[src/rtl/matrix_column_scanner.sv]
// matrix_column_scanner: time-multiplexed LED matrix column scanner with blanking, double buffering and blink
// Ports:
//   clock, reset_n     system clock (rising edge), asynchronous active-low reset
//   enable             scanning runs while high; low parks the scanner in IDLE
//   blink_en           blink request, sampled at frame boundaries
//   image[COLS*ROWS]   pattern, column k at [k*ROWS +: ROWS], active-low
//   rows[ROWS]         registered row drive, active-low
//   cols[COLS]         registered one-hot column enable, zero while blanked
//   frame_done         one-clock pulse after the last column of a frame
module matrix_column_scanner #(
  parameter int COLS         = 5,
  parameter int ROWS         = 7,
  parameter int SCAN_DIV     = 1000,
  parameter int BLANK_CYCLES = 8,
  parameter int BLINK_FRAMES = 50
) (
  input  logic                 clock,
  input  logic                 reset_n,
  input  logic                 enable,
  input  logic                 blink_en,
  input  logic [COLS*ROWS-1:0] image,
  output logic [ROWS-1:0]      rows,
  output logic [COLS-1:0]      cols,
  output logic                 frame_done
);
  localparam int MAXC = SCAN_DIV > BLANK_CYCLES ? SCAN_DIV : BLANK_CYCLES;
  localparam int CW = $clog2(MAXC + 1);
  localparam int IW = $clog2(COLS);
  localparam int FW = $clog2(BLINK_FRAMES + 1);
  localparam logic [CW-1:0] B_LAST = CW'(BLANK_CYCLES - 1);
  localparam logic [CW-1:0] S_LAST = CW'(SCAN_DIV - 1);
  localparam logic [IW-1:0] C_LAST = IW'(COLS - 1);
  localparam logic [FW-1:0] F_LAST = FW'(BLINK_FRAMES - 1);

  typedef enum logic [1:0] {IDLE, BLANK, DRIVE} state_t;

  state_t               state, state_nxt;
  logic [IW-1:0]        idx, idx_nxt;
  logic [CW-1:0]        cnt, cnt_nxt;
  logic [COLS*ROWS-1:0] shadow, shadow_nxt;
  logic                 phase, phase_nxt;
  logic [FW-1:0]        fcnt, fcnt_nxt;
  logic                 done_nxt;
  logic [ROWS-1:0]      rows_nxt;
  logic [COLS-1:0]      cols_nxt;

  always_comb begin
    state_nxt  = state;
    idx_nxt    = idx;
    cnt_nxt    = cnt;
    shadow_nxt = shadow;
    phase_nxt  = phase;
    fcnt_nxt   = fcnt;
    done_nxt   = 1'b0;
    if (!enable) begin
      state_nxt = IDLE;
      cnt_nxt   = '0;
    end else begin
      case (state)
        IDLE: begin
          state_nxt  = BLANK;
          idx_nxt    = '0;
          cnt_nxt    = '0;
          shadow_nxt = image;
        end
        BLANK: begin
          state_nxt = cnt == B_LAST ? DRIVE : BLANK;
          cnt_nxt   = cnt == B_LAST ? '0 : cnt + 1'b1;
        end
        DRIVE: begin
          cnt_nxt = cnt == S_LAST ? '0 : cnt + 1'b1;
          if (cnt == S_LAST) begin
            state_nxt = BLANK;
            idx_nxt   = idx == C_LAST ? '0 : idx + 1'b1;
            if (idx == C_LAST) begin
              // Frame boundary: reload the shadow buffer and advance blink state.
              done_nxt   = 1'b1;
              shadow_nxt = image;
              phase_nxt  = !blink_en ? 1'b1 : (fcnt == F_LAST ? !phase : phase);
              fcnt_nxt   = (!blink_en || fcnt == F_LAST) ? '0 : fcnt + 1'b1;
            end
          end
        end
        default: state_nxt = IDLE;
      endcase
    end
    // Outputs are derived from the next state so they change on the same edge as the state.
    cols_nxt = state_nxt == DRIVE ? COLS'(1) << idx_nxt : '0;
    rows_nxt = (state_nxt == DRIVE && phase_nxt) ? shadow_nxt[idx_nxt*ROWS +: ROWS] : '1;
  end

  always_ff @(posedge clock or negedge reset_n) begin
    if (!reset_n) begin
      state      <= IDLE;
      idx        <= '0;
      cnt        <= '0;
      shadow     <= '1;
      phase      <= 1'b1;
      fcnt       <= '0;
      rows       <= '1;
      cols       <= '0;
      frame_done <= 1'b0;
    end else begin
      state      <= state_nxt;
      idx        <= idx_nxt;
      cnt        <= cnt_nxt;
      shadow     <= shadow_nxt;
      phase      <= phase_nxt;
      fcnt       <= fcnt_nxt;
      rows       <= rows_nxt;
      cols       <= cols_nxt;
      frame_done <= done_nxt;
    end
  end
endmodule

[config.mk]
export PLATFORM = sky130hd
export DESIGN_NAME = matrix_column_scanner
export DESIGN_NICKNAME = d
export VERILOG_FILES = /design/src/rtl/matrix_column_scanner.sv
export SDC_FILE = /design/constraint.sdc
export NUM_CORES = 1
export LEC_CHECK = 0
export CAP_MARGIN = 5
export CORE_MARGIN = 3
export CORE_UTILIZATION = 54
export CTS_CLUSTER_DIAMETER = 30
export CTS_CLUSTER_SIZE = 24
export DETAILED_ROUTE_END_ITERATION = 10
export HOLD_SLACK_MARGIN = 0.06
export PLACE_DENSITY_LB_ADDON = 0.12
export SKIP_LAST_GASP = 1
export SYNTH_ARGS = -nofsm -noshare
export SYNTH_HDL_FRONTEND = slang
export SYNTH_SLANG_ARGS = --single-unit
[constraint.sdc]
create_clock -name clock -period 3.3 [get_ports clock]
set_input_delay 0.33 -clock clock [delete_from_list [all_inputs] [get_ports clock]]
set_output_delay 0.33 -clock clock [all_outputs]
set_load 0.02 [all_outputs]
Yosys cells after proc, flatten, opt, wreduce, memory -nomap -nowiden
Index checks and enable logic that the tools add are counted.
{ "classes": {"addsub": 3, "multipliers": 1, "n_eq_ne": 8, "shift": 2, "muxes": 29, "n_reduce_logical": 6} }
{ "op_table": {"columns": ["operator", "n"], "rows": [
  ["two-way mux 35 bit", 3],
  ["one-hot mux 35 bit (2 select lines)", 1],
  ["variable part select 35 x 7 -> 7 bit", 1],
  ["two-way mux 10 bit", 3],
  ["one-hot mux 10 bit (3 select lines)", 1],
  ["adder 10 x 1 -> 10 bit (second input constant)", 1],
  ["== test 10 bit (second input constant)", 1],
  ["== test 10 x 3 -> 1 bit (second input constant)", 1],
  ["two-way mux 1 bit", 10],
  ["two-way mux 3 bit", 3],
  ["two-way mux 7 bit", 1],
  ["adder 6 x 1 -> 6 bit (second input constant)", 1],
  ["== test 6 bit (second input constant)", 1],
  ["multiplier 3 x 3 -> 6 bit (second input constant)", 1],
  ["two-way mux 2 bit", 3],
  ["two-way mux 6 bit", 1],
  ["one-hot mux 2 bit (3 select lines)", 1],
  ["one-hot mux 3 bit (2 select lines)", 1],
  ["two-way mux 5 bit", 1],
  ["<< shifter 1 x 3 -> 5 bit (first input constant)", 1],
  ["== test 2 bit (second input constant)", 2],
  ["inequality test 4 x 1 -> 1 bit (second input constant)", 1],
  ["AND reduction 4 bit", 1],
  ["adder 3 x 1 -> 3 bit (second input constant)", 1],
  ["6 further kinds", 7]
]} }
{ "totals": {"regBits": 70, "input_bits": 39, "output_inout_bits": 13} }

Depth between registers and ports, before layout
Gate-level depths: netlist of run 1.
{ "depth": {"word_depth": 9, "depth_mapped": 11} }

Worst setup path before layout of run 1
No wires, ideal clock.
{ "synth_path": {"path_type": "reg-to-reg", "startpoint": "reg cnt[0]", "endpoint": "reg rows[1]", "arrival_ns": 2.435, "t_required_ns": 3.218, "slack_ns": 0.783, "path_stages_with_launch": 10, "synth_period_minus_slack_ns": 2.517, "cell_sequence": "dfrtp_1 ha_1 nand4bb_4 or3_1 buf_6 mux2i_4 mux2_2 a22oi_4 o22ai_1 a211o_1"} }
{ "synth_via": {"elab_chain_cells": 7, "word_cells_on_any_way": 20, "classes_between": "1 x mul; 3 x eq/ne; 1 x shift; 14 x mux; 1 x reduce/logical"} }
{ "synth_rtl": {"columns": ["item", "line_no", "rtl"], "rows": [
  ["from (decl)", "39", "logic [CW-1:0] cnt, cnt_nxt;"],
  ["from (signal assigned)", "106", "cnt <= cnt_nxt;"],
  ["== test 10 bit or == test 10 x 3 -> 1 bit (tied branches)", "72, 67", null],
  ["two-way mux 3 bit, or another cell as far along", "72", "if (cnt == S_LAST) begin"],
  ["one-hot mux 3 bit (2 select lines) or one-hot mux 2 bit (3 select lines) (tied branches)", "59", "case (state)"],
  ["two-way mux 3 bit or two-way mux 2 bit (tied branches)", "55", "if (!enable) begin"],
  ["multiplier 3 x 3 -> 6 bit or == test 2 bit (tied branches)", "89", "rows_nxt = (state_nxt == DRIVE && phase_nxt) ? shadow_nxt[idx_nxt*ROWS +: ROWS] : '1;"],
  ["variable part select 35 x 7 -> 7 bit or logical AND 1 bit (tied branches)", "89", null],
  ["two-way mux 7 bit *", "89", null],
  ["named net rows_nxt[1]", "44", "logic [ROWS-1:0] rows_nxt;"],
  ["to (signal assigned)", "110", "rows <= rows_nxt;"],
  ["to (decl)", "22", "output logic [ROWS-1:0] rows,"]
]} }
The timed path passes the listed nets; every way through them passes the cells marked *.
A chain may end at the register's enable or synchronous reset.

Final worst setup path of run 1
Ends and elaborated chain as after synthesis.

==> run summary, run 1 <==
The arrival time at the worst endpoint came out at 3.09 ns. For this design, the slowest cell found on the critical path is sky130_fd_sc_hd__or3_1. The clock sink count is 70.

The routed layout has 2,686 vias. Counting every instance in the synthesized netlist gives 315. The count of nets after finishing is 420.

At the pin with the least slew margin, the transition time is 0.818 ns. The starting density of the core is 57.9%. The antenna diode instance count is 0. The power density over the cells is 445 nW/um^2. In this run, post-CTS hold repair placed 0 buffers. The commonest non-fill, non-tap cell in the layout is sky130_fd_sc_hd__clkdlybuf4s50_1. The worst setup path is captured at a flip-flop. In the final layout, the share of cells above drive strength 1 is 22.8%. The first global-routing pass estimated 12,600 microns of wire. The number of global-route vias before repair is 2,570. The wire length per cell is 17.1 microns.

The total buffers and inverters traversed by the critical path is 0. In this run, the number of DRC markers left after iteration 0 of detailed routing was 137. The final max-slew violation count is 0.

The reported max-cap violation count is 0. The clock slew seen by the registers of the worst setup and hold paths came out at 0.08 ns. The sequential cell area fraction in the yosys report is 50.6%. The largest fanout on the critical path is 8. Once detail routing completed, the nets flagged for antenna violations numbered 0.

Data on the critical path is required at its endpoint by 3.58 ns. The clock network latency to the later pin of the worst-skew pair came out at 0.34 ns. The number of nets in the synthesized netlist came out at 363. The chip width came out at 87.3 microns.

The tightest min-delay check is of the primary input to async pin type. Dividing the final minimum period by the clock period gives 85.1%. The clock tree synthesis step divided the H-tree into 3 levels.

The aggregate global-route resource usage is 21.5%. The accumulated negative setup slack is 0 ns. The count of unresolved DRC violations after routing is 0. For this run, the leading register cell type out of synthesis is sky130_fd_sc_hd__dfstp_2. The number of antenna violations at the first check in global routing is 0. The tree is rooted in a sky130_fd_sc_hd__clkbuf_8. The highest clock frequency the design can meet came out at 356 MHz. The fraction of synthesis flops using an asynchronous set or reset pin came out at 100%. Routability-driven placement finished with a final weighted congestion of 0.834. The vertical extent of the die came out at 87.3 microns.

The peak supply drop came out at 0.000300 V. The analysis attributes to cell leakage a power of 1.75 nW. The total clock buffers created by CTS is 9. The post-synthesis register bit count came out at 70. The largest buffer count on any clock path came out at 2. TritonCTS built the clock tree. The pin count of the biggest net entering global routing came out at 38. The die covers 7620 sq um.

The HPWL reported at the end of detailed placement came out at 5410 microns. The layout-stage area growth over the synthesis result is 20.6%. The number of gates resized after cts came out at 0. The headroom to the max-slew limit is 45.5%. The critical path class is flip-flop to flip-flop. The number of vias per cell is 5.94. The final count of hold timing violations came to 0. The number of distinct standard cells referenced by the synthesized netlist is 53. The number of buffers added on ports came out at 51. For this run, the number of Yosys warnings is 0.

The cell area that synthesis handed to floorplanning was 3570 sq um. For this design the top-level I/O count stands at 52. The critical path goes through ha_1, nand4bb_4, or3_1, mux2i_4, mux2_2, a22oi_4, o22ai_1, a211o_1. Averaged over all synthesized cells, the footprint is 11.3 sq um.

The buffers inserted during post-CTS setup optimization came out at 0. Yosys mapped a number of flops with a built-in enable equal to 0. Setup repair after global routing left no endpoint under its margin. The number of setup violations in the final report is 0.

The worst setup path is launched from a flip-flop. Hold is met by 0.0756 ns. Before antenna repair, the detailed router went through 4 iterations. The final wirelength came out at 7720 microns. The delay contributed by the slowest stage of the critical path is 0.60 ns. After global routing the overflow that remains totals 0.

The flow ran to the end, and the final reports show no timing, DRC or antenna violations. The clock arrives with 0.00898 ns of skew. Leaving out fill and tap cells, the most frequent cells in the layout are 50 x sky130_fd_sc_hd__clkdlybuf4s50_1, 43 x sky130_fd_sc_hd__dfstp_2, 32 x sky130_fd_sc_hd__nand2_1, 30 x sky130_fd_sc_hd__a22o_1, 27 x sky130_fd_sc_hd__dfrtp_1. The standard cell core area came out at 6170 sq um. The top cell family by delay on the critical path is simple AND/OR/NAND/NOR gates. The row count came out at 28.

The minimum period implied by the final worst setup slack came out at 2.81 ns.
-- synthesized netlist by cell type, types with 4 or more instances --
| master | n | area (sq um) |
|---|---|---|
| sky130_fd_sc_hd__nand3_1 | 19 | 95.1 |
| sky130_fd_sc_hd__and3_1 | 4 | 25.0 |
| sky130_fd_sc_hd__mux2i_1 | 10 | 100 |
| sky130_fd_sc_hd__dfstp_2 | 43 | 1130 |
| sky130_fd_sc_hd__o31ai_1 | 5 | 37.5 |
| sky130_fd_sc_hd__inv_1 | 12 | 45.0 |
| sky130_fd_sc_hd__a22oi_1 | 4 | 30.0 |
| sky130_fd_sc_hd__nor2_1 | 10 | 37.5 |
| sky130_fd_sc_hd__a22o_1 | 30 | 263 |
| sky130_fd_sc_hd__o21ai_0 | 23 | 115 |
| sky130_fd_sc_hd__nand2_1 | 32 | 120 |
| sky130_fd_sc_hd__dfrtp_1 | 27 | 676 |
| sky130_fd_sc_hd__a21oi_1 | 8 | 40.0 |
| sky130_fd_sc_hd__mux2_2 | 7 | 78.8 |
| sky130_fd_sc_hd__nor3_1 | 6 | 30.0 |
| sky130_fd_sc_hd__nor2b_1 | 4 | 25.0 |
| sky130_fd_sc_hd__ha_1 | 9 | 113 |
| sky130_fd_sc_hd__buf_6 | 10 | 113 |
-- cell type report --
class,count,area [sq um]
fillers,471,1870
flip-flops and latches,70,1810
multi-input cells,218,1580
repair buffers,60,573
clock buffers,10,138
well taps,75,93.8
clock inverters,6,61.3
inverters,13,51.3
-- path summary, 6_finish.rpt --
path	startpoint	end	slack, ns	depth (start not counted)
max	cnt[0]	rows[1]	0.49	8
min	reset_n	fcnt[3]	0.08	1
max reg2reg	cnt[0]	rows[1]	0.49	8
min reg2reg	fcnt[5]	fcnt[5]	0.49	1
max in group asynchronous	reset_n	shadow[0]	2.37	2
min in group clock	fcnt[5]	fcnt[5]	0.49	1
-- logic make-up after synthesis --
logic type,share of synthesized area [%]
compound gates,20.7
xor+xnor,0.491
fa+ha+maj,3.16
buf+inv,5.16
flops,50.6
mux,5.65
simple gates,14.2
-- registers in the layout, summed over array words and instances, names as in the netlist --
signal      count
cols            5
cnt            10
frame_done      1
idx             3
shadow         35
phase           1
fcnt            6
state           2
rows            7
-- where the power goes --
part,switching (W),internal (W),leakage [nW]
sequential,0.0000246,0.000963,0.821
combinational,0.000114,0.000119,0.824
clock,0.000328,0.000367,0.102
total,0.000466,0.00145,1.75
-- per-layer routing --
layer / vias up / wire, microns / global-route usage [%]
li1: 1282 / - / -
met1: 1317 / 3680 / 31.5
met2: 76 / 3500 / 31.5
met3: 11 / 408 / 3.60
met4: 0 / 133 / 9.07
met5: - / 0 / 0
-- per-stage QoR --
| step | power (W) | instances | instance area [sq um] | util, % | setup slack [ns] |
|---|---|---|---|---|---|
| 6_report | 0.00192 | 452 | 4300 | 69.7 | 0.491 |
| 2_1_floorplan | 0.00113 | 315 | 3570 | - | 0.783 |
| 3_3_place_gp | 0.00123 | 436 | 4100 | 66.5 | 0.565 |
| 4_1_cts | 0.00193 | 452 | 4300 | 69.7 | 0.487 |
| 5_1_grt | 0.00200 | 452 | 4300 | 69.7 | 0.338 |
| 3_5_place_dp | 0.00123 | 436 | 4100 | 66.5 | 0.509 |
Note: power is estimated with default switching activity, not from simulation.
==> inputs of run 2 (changes only) <==
==> constraint.sdc (replaced) <==
create_clock -name clock -period 3.3 [get_ports clock]
set_input_delay 0.825 -clock clock [delete_from_list [all_inputs] [get_ports clock]]
set_output_delay 0.825 -clock clock [all_outputs]
set_load 0.02 [all_outputs]
==> run summary, run 2 (synthesis results as in run 1) <==
The total clock buffers created by CTS is 9 (unchanged). The power density over the cells came out at 451 nW/um^2 (was 445 nW/um^2). The instance area at placement came out at 4110 sq um (was 4100 sq um).

The chip width came out at 87.3 microns (unchanged). The first-iteration detailed-routing DRC count came out at 250 (was 137). The arrival time at the worst endpoint is 3.12 ns (was 3.09 ns).

The data required time of the critical path came out at 3.58 ns (about the same). The largest fanout on the critical path is 8 (unchanged). The minimum period implied by the final worst setup slack is 2.85 ns (was 2.81 ns).

The worst clock skew is 0.00581 ns (was 0.00898 ns). The accumulated negative setup slack came out at 0 ns (unchanged). The row count is 28 (unchanged).

Most frequent cells in the layout: 50 x sky130_fd_sc_hd__clkdlybuf4s50_1, 43 x sky130_fd_sc_hd__dfstp_2, 32 x sky130_fd_sc_hd__nand2_1, 30 x sky130_fd_sc_hd__a22o_1, 27 x sky130_fd_sc_hd__dfrtp_1 (unchanged). The H-tree level count is 3 (unchanged). The number of gates resized after cts came out at 0 (unchanged).

The number of vias per cell came to 6.01 (was 5.94). The clock slew seen by the registers of the worst setup and hold paths came out at 0.07 ns (was 0.08 ns). The root buffer cell is sky130_fd_sc_hd__clkbuf_8 (unchanged). The fraction of final layout cells with drive strength greater than 1 came out at 22.1% (was 22.8%). The reported max-cap violation count is 0 (unchanged).

The critical path class is flip-flop to flip-flop (unchanged). The vertical extent of the die came out at 87.3 microns (unchanged). The global-route wire length before repair came out at 13,200 microns (was 12,600 microns). The commonest non-fill, non-tap cell in the layout is sky130_fd_sc_hd__clkdlybuf4s50_1 (unchanged). The wire length per cell is 17.3 microns (was 17.1 microns). The layout-stage area growth over the synthesis result is 21.0% (was 20.6%). The antenna diode instance count came out at 0 (unchanged). The post-route cell area came out at 4320 sq um (was 4300 sq um). The transition at the pin with the smallest max-transition slack came out at 0.877 ns (was 0.818 ns). The fraction of met2 tracks used by global routing came to 33.3% (was 31.5%).

The first-pass iteration count of the detailed router was 5 (was 4). The final hold slack came out at 0.488 ns (was 0.0756 ns). Biggest regs: shadow x35, cnt x10, rows x7 (unchanged). The clock tree from TritonCTS is yes (unchanged).

The highest clock frequency the design can meet is 351 MHz (was 356 MHz). The starting density of the core is 57.9% (unchanged). The buffers inserted during post-CTS setup optimization is 0 (unchanged). Setup repair after global routing missed its margin: false (unchanged). The number of buffers added on ports came out at 51 (unchanged). The standard cell core area was 6170 sq um (unchanged). The global-route layer with the greatest usage is met2 (was met1). The HPWL reported at the end of detailed placement came out at 5410 microns (about the same).

The global routing met3 resource utilization came out at 4.07% (was 3.60%). The headroom to the max-slew limit came out at 41.5% (was 45.5%). The met1 layer usage reported by global route is 32.1% (was 31.5%).

The total grt overflow is 0 (unchanged). The count of unresolved DRC violations after routing came out at 0 (unchanged). The final count of hold timing violations was 0 (unchanged). The flip-flop count of the largest register, all copies and words added came to 35 (unchanged). The static leakage came out at 1.75 nW (about the same). The final wirelength came to 7800 microns (was 7720 microns). The pin count of the biggest net entering global routing came out at 71 (was 38). The clock network latency to the later pin of the worst-skew pair came to 0.34 ns (about the same).

The number of global-route vias before repair is 2,699 (was 2,570). The category of the worst setup path launch point is a flip-flop (unchanged). The capturing element type of the critical path is a flip-flop (unchanged). The count of nets after finishing is 419 (was 420). The aggregate global-route resource usage came out at 22.3% (was 21.5%). The number of buffers added to fix hold violations after cts is 0 (unchanged).

The last weighted congestion value of the routability-driven placer is 0.864 (was 0.834). The final cycle utilization of the critical path came out at 86.3% (was 85.1%). The worst hold-check path type is flip-flop to flip-flop (was primary input to async pin). Run status: complete, no violations (unchanged). The number of antenna-violating nets in the routed design came out at 0 (unchanged). The largest buffer count on any clock path is 2 (unchanged). The fill cell total of the finished layout is 462 (was 471). The clock sink count is 70 (unchanged). The routed via count came out at 2,711 (was 2,686).

The total die area is 7620 sq um (unchanged). The register name with the most flops is shadow (unchanged). The number of antenna violations at the first check in global routing is 0 (unchanged). The final max-slew violation count is 0 (unchanged).

The number of setup violations in the final report is 0 (unchanged). The I/O pin total came out at 52 (unchanged). The peak supply drop is 0.000380 V (was 0.000300 V).
-- run 2: worst paths after layout --
check	from	slack, ns	to	cells past startpoint
min reg2reg	fcnt[5]	0.49	fcnt[5]	1
min	fcnt[5]	0.49	fcnt[5]	1
max	cnt[0]	0.45	rows[1]	8
max in group asynchronous	reset_n	2.04	cols[0]	2
min in group asynchronous	reset_n	0.63	fcnt[0]	2
max reg2reg	cnt[0]	0.45	rows[1]	8
-- run 2: layout make-up --
class	count	area, sq um	share of cell area [%]
Sequential cell	70	1810	41.8
Multi-Input combinational cell	218	1580	36.6
Timing Repair Buffer	59	578	13.4
Clock buffer	13	170	3.94
Tap cell	75	93.8	2.17
Inverter	13	51.3	1.19
Clock inverter	3	40.0	0.928
-- run 2: report_power, final --
group | internal, W | total [W] | switching, W
Sequential | 0.000963 | 0.000989 | 0.0000253
Clock | 0.000414 | 0.000724 | 0.000310
Combinational | 0.000119 | 0.000234 | 0.000115
-- run 2: layer usage --
layer | routed length (microns) | vias up | part of all wire (%)
met3 | 405 | 10 | 5.2
li1 | - | 1284 | -
met4 | 107 | 0 | 1.4
met2 | 3630 | 76 | 46
met1 | 3670 | 1341 | 47
met5 | 0 | - | 0
-- run 2: worst max-delay path, stage by stage, from the launching register on --
cell and delay (ns):
sky130_fd_sc_hd__dfrtp_1 0.41, sky130_fd_sc_hd__ha_1 0.28, sky130_fd_sc_hd__nand4bb_4 0.18, sky130_fd_sc_hd__or3_1 0.61, sky130_fd_sc_hd__mux2i_4 0.34, sky130_fd_sc_hd__mux2_2 0.40
sky130_fd_sc_hd__a22oi_4 0.19, sky130_fd_sc_hd__o22ai_1 0.10, sky130_fd_sc_hd__a211o_1 0.27
-- run 2: stage by stage --
stage               setup slack, ns  total power, W  cells  util [%]
global placement              0.314         0.00123    435      66.6
CTS                           0.428         0.00196    451      70.0
global route                  0.270         0.00203    451      70.0
floorplan                     0.745         0.00113    315         -
detailed placement            0.215         0.00123    435      66.6
finish                        0.453         0.00195    451      70.0
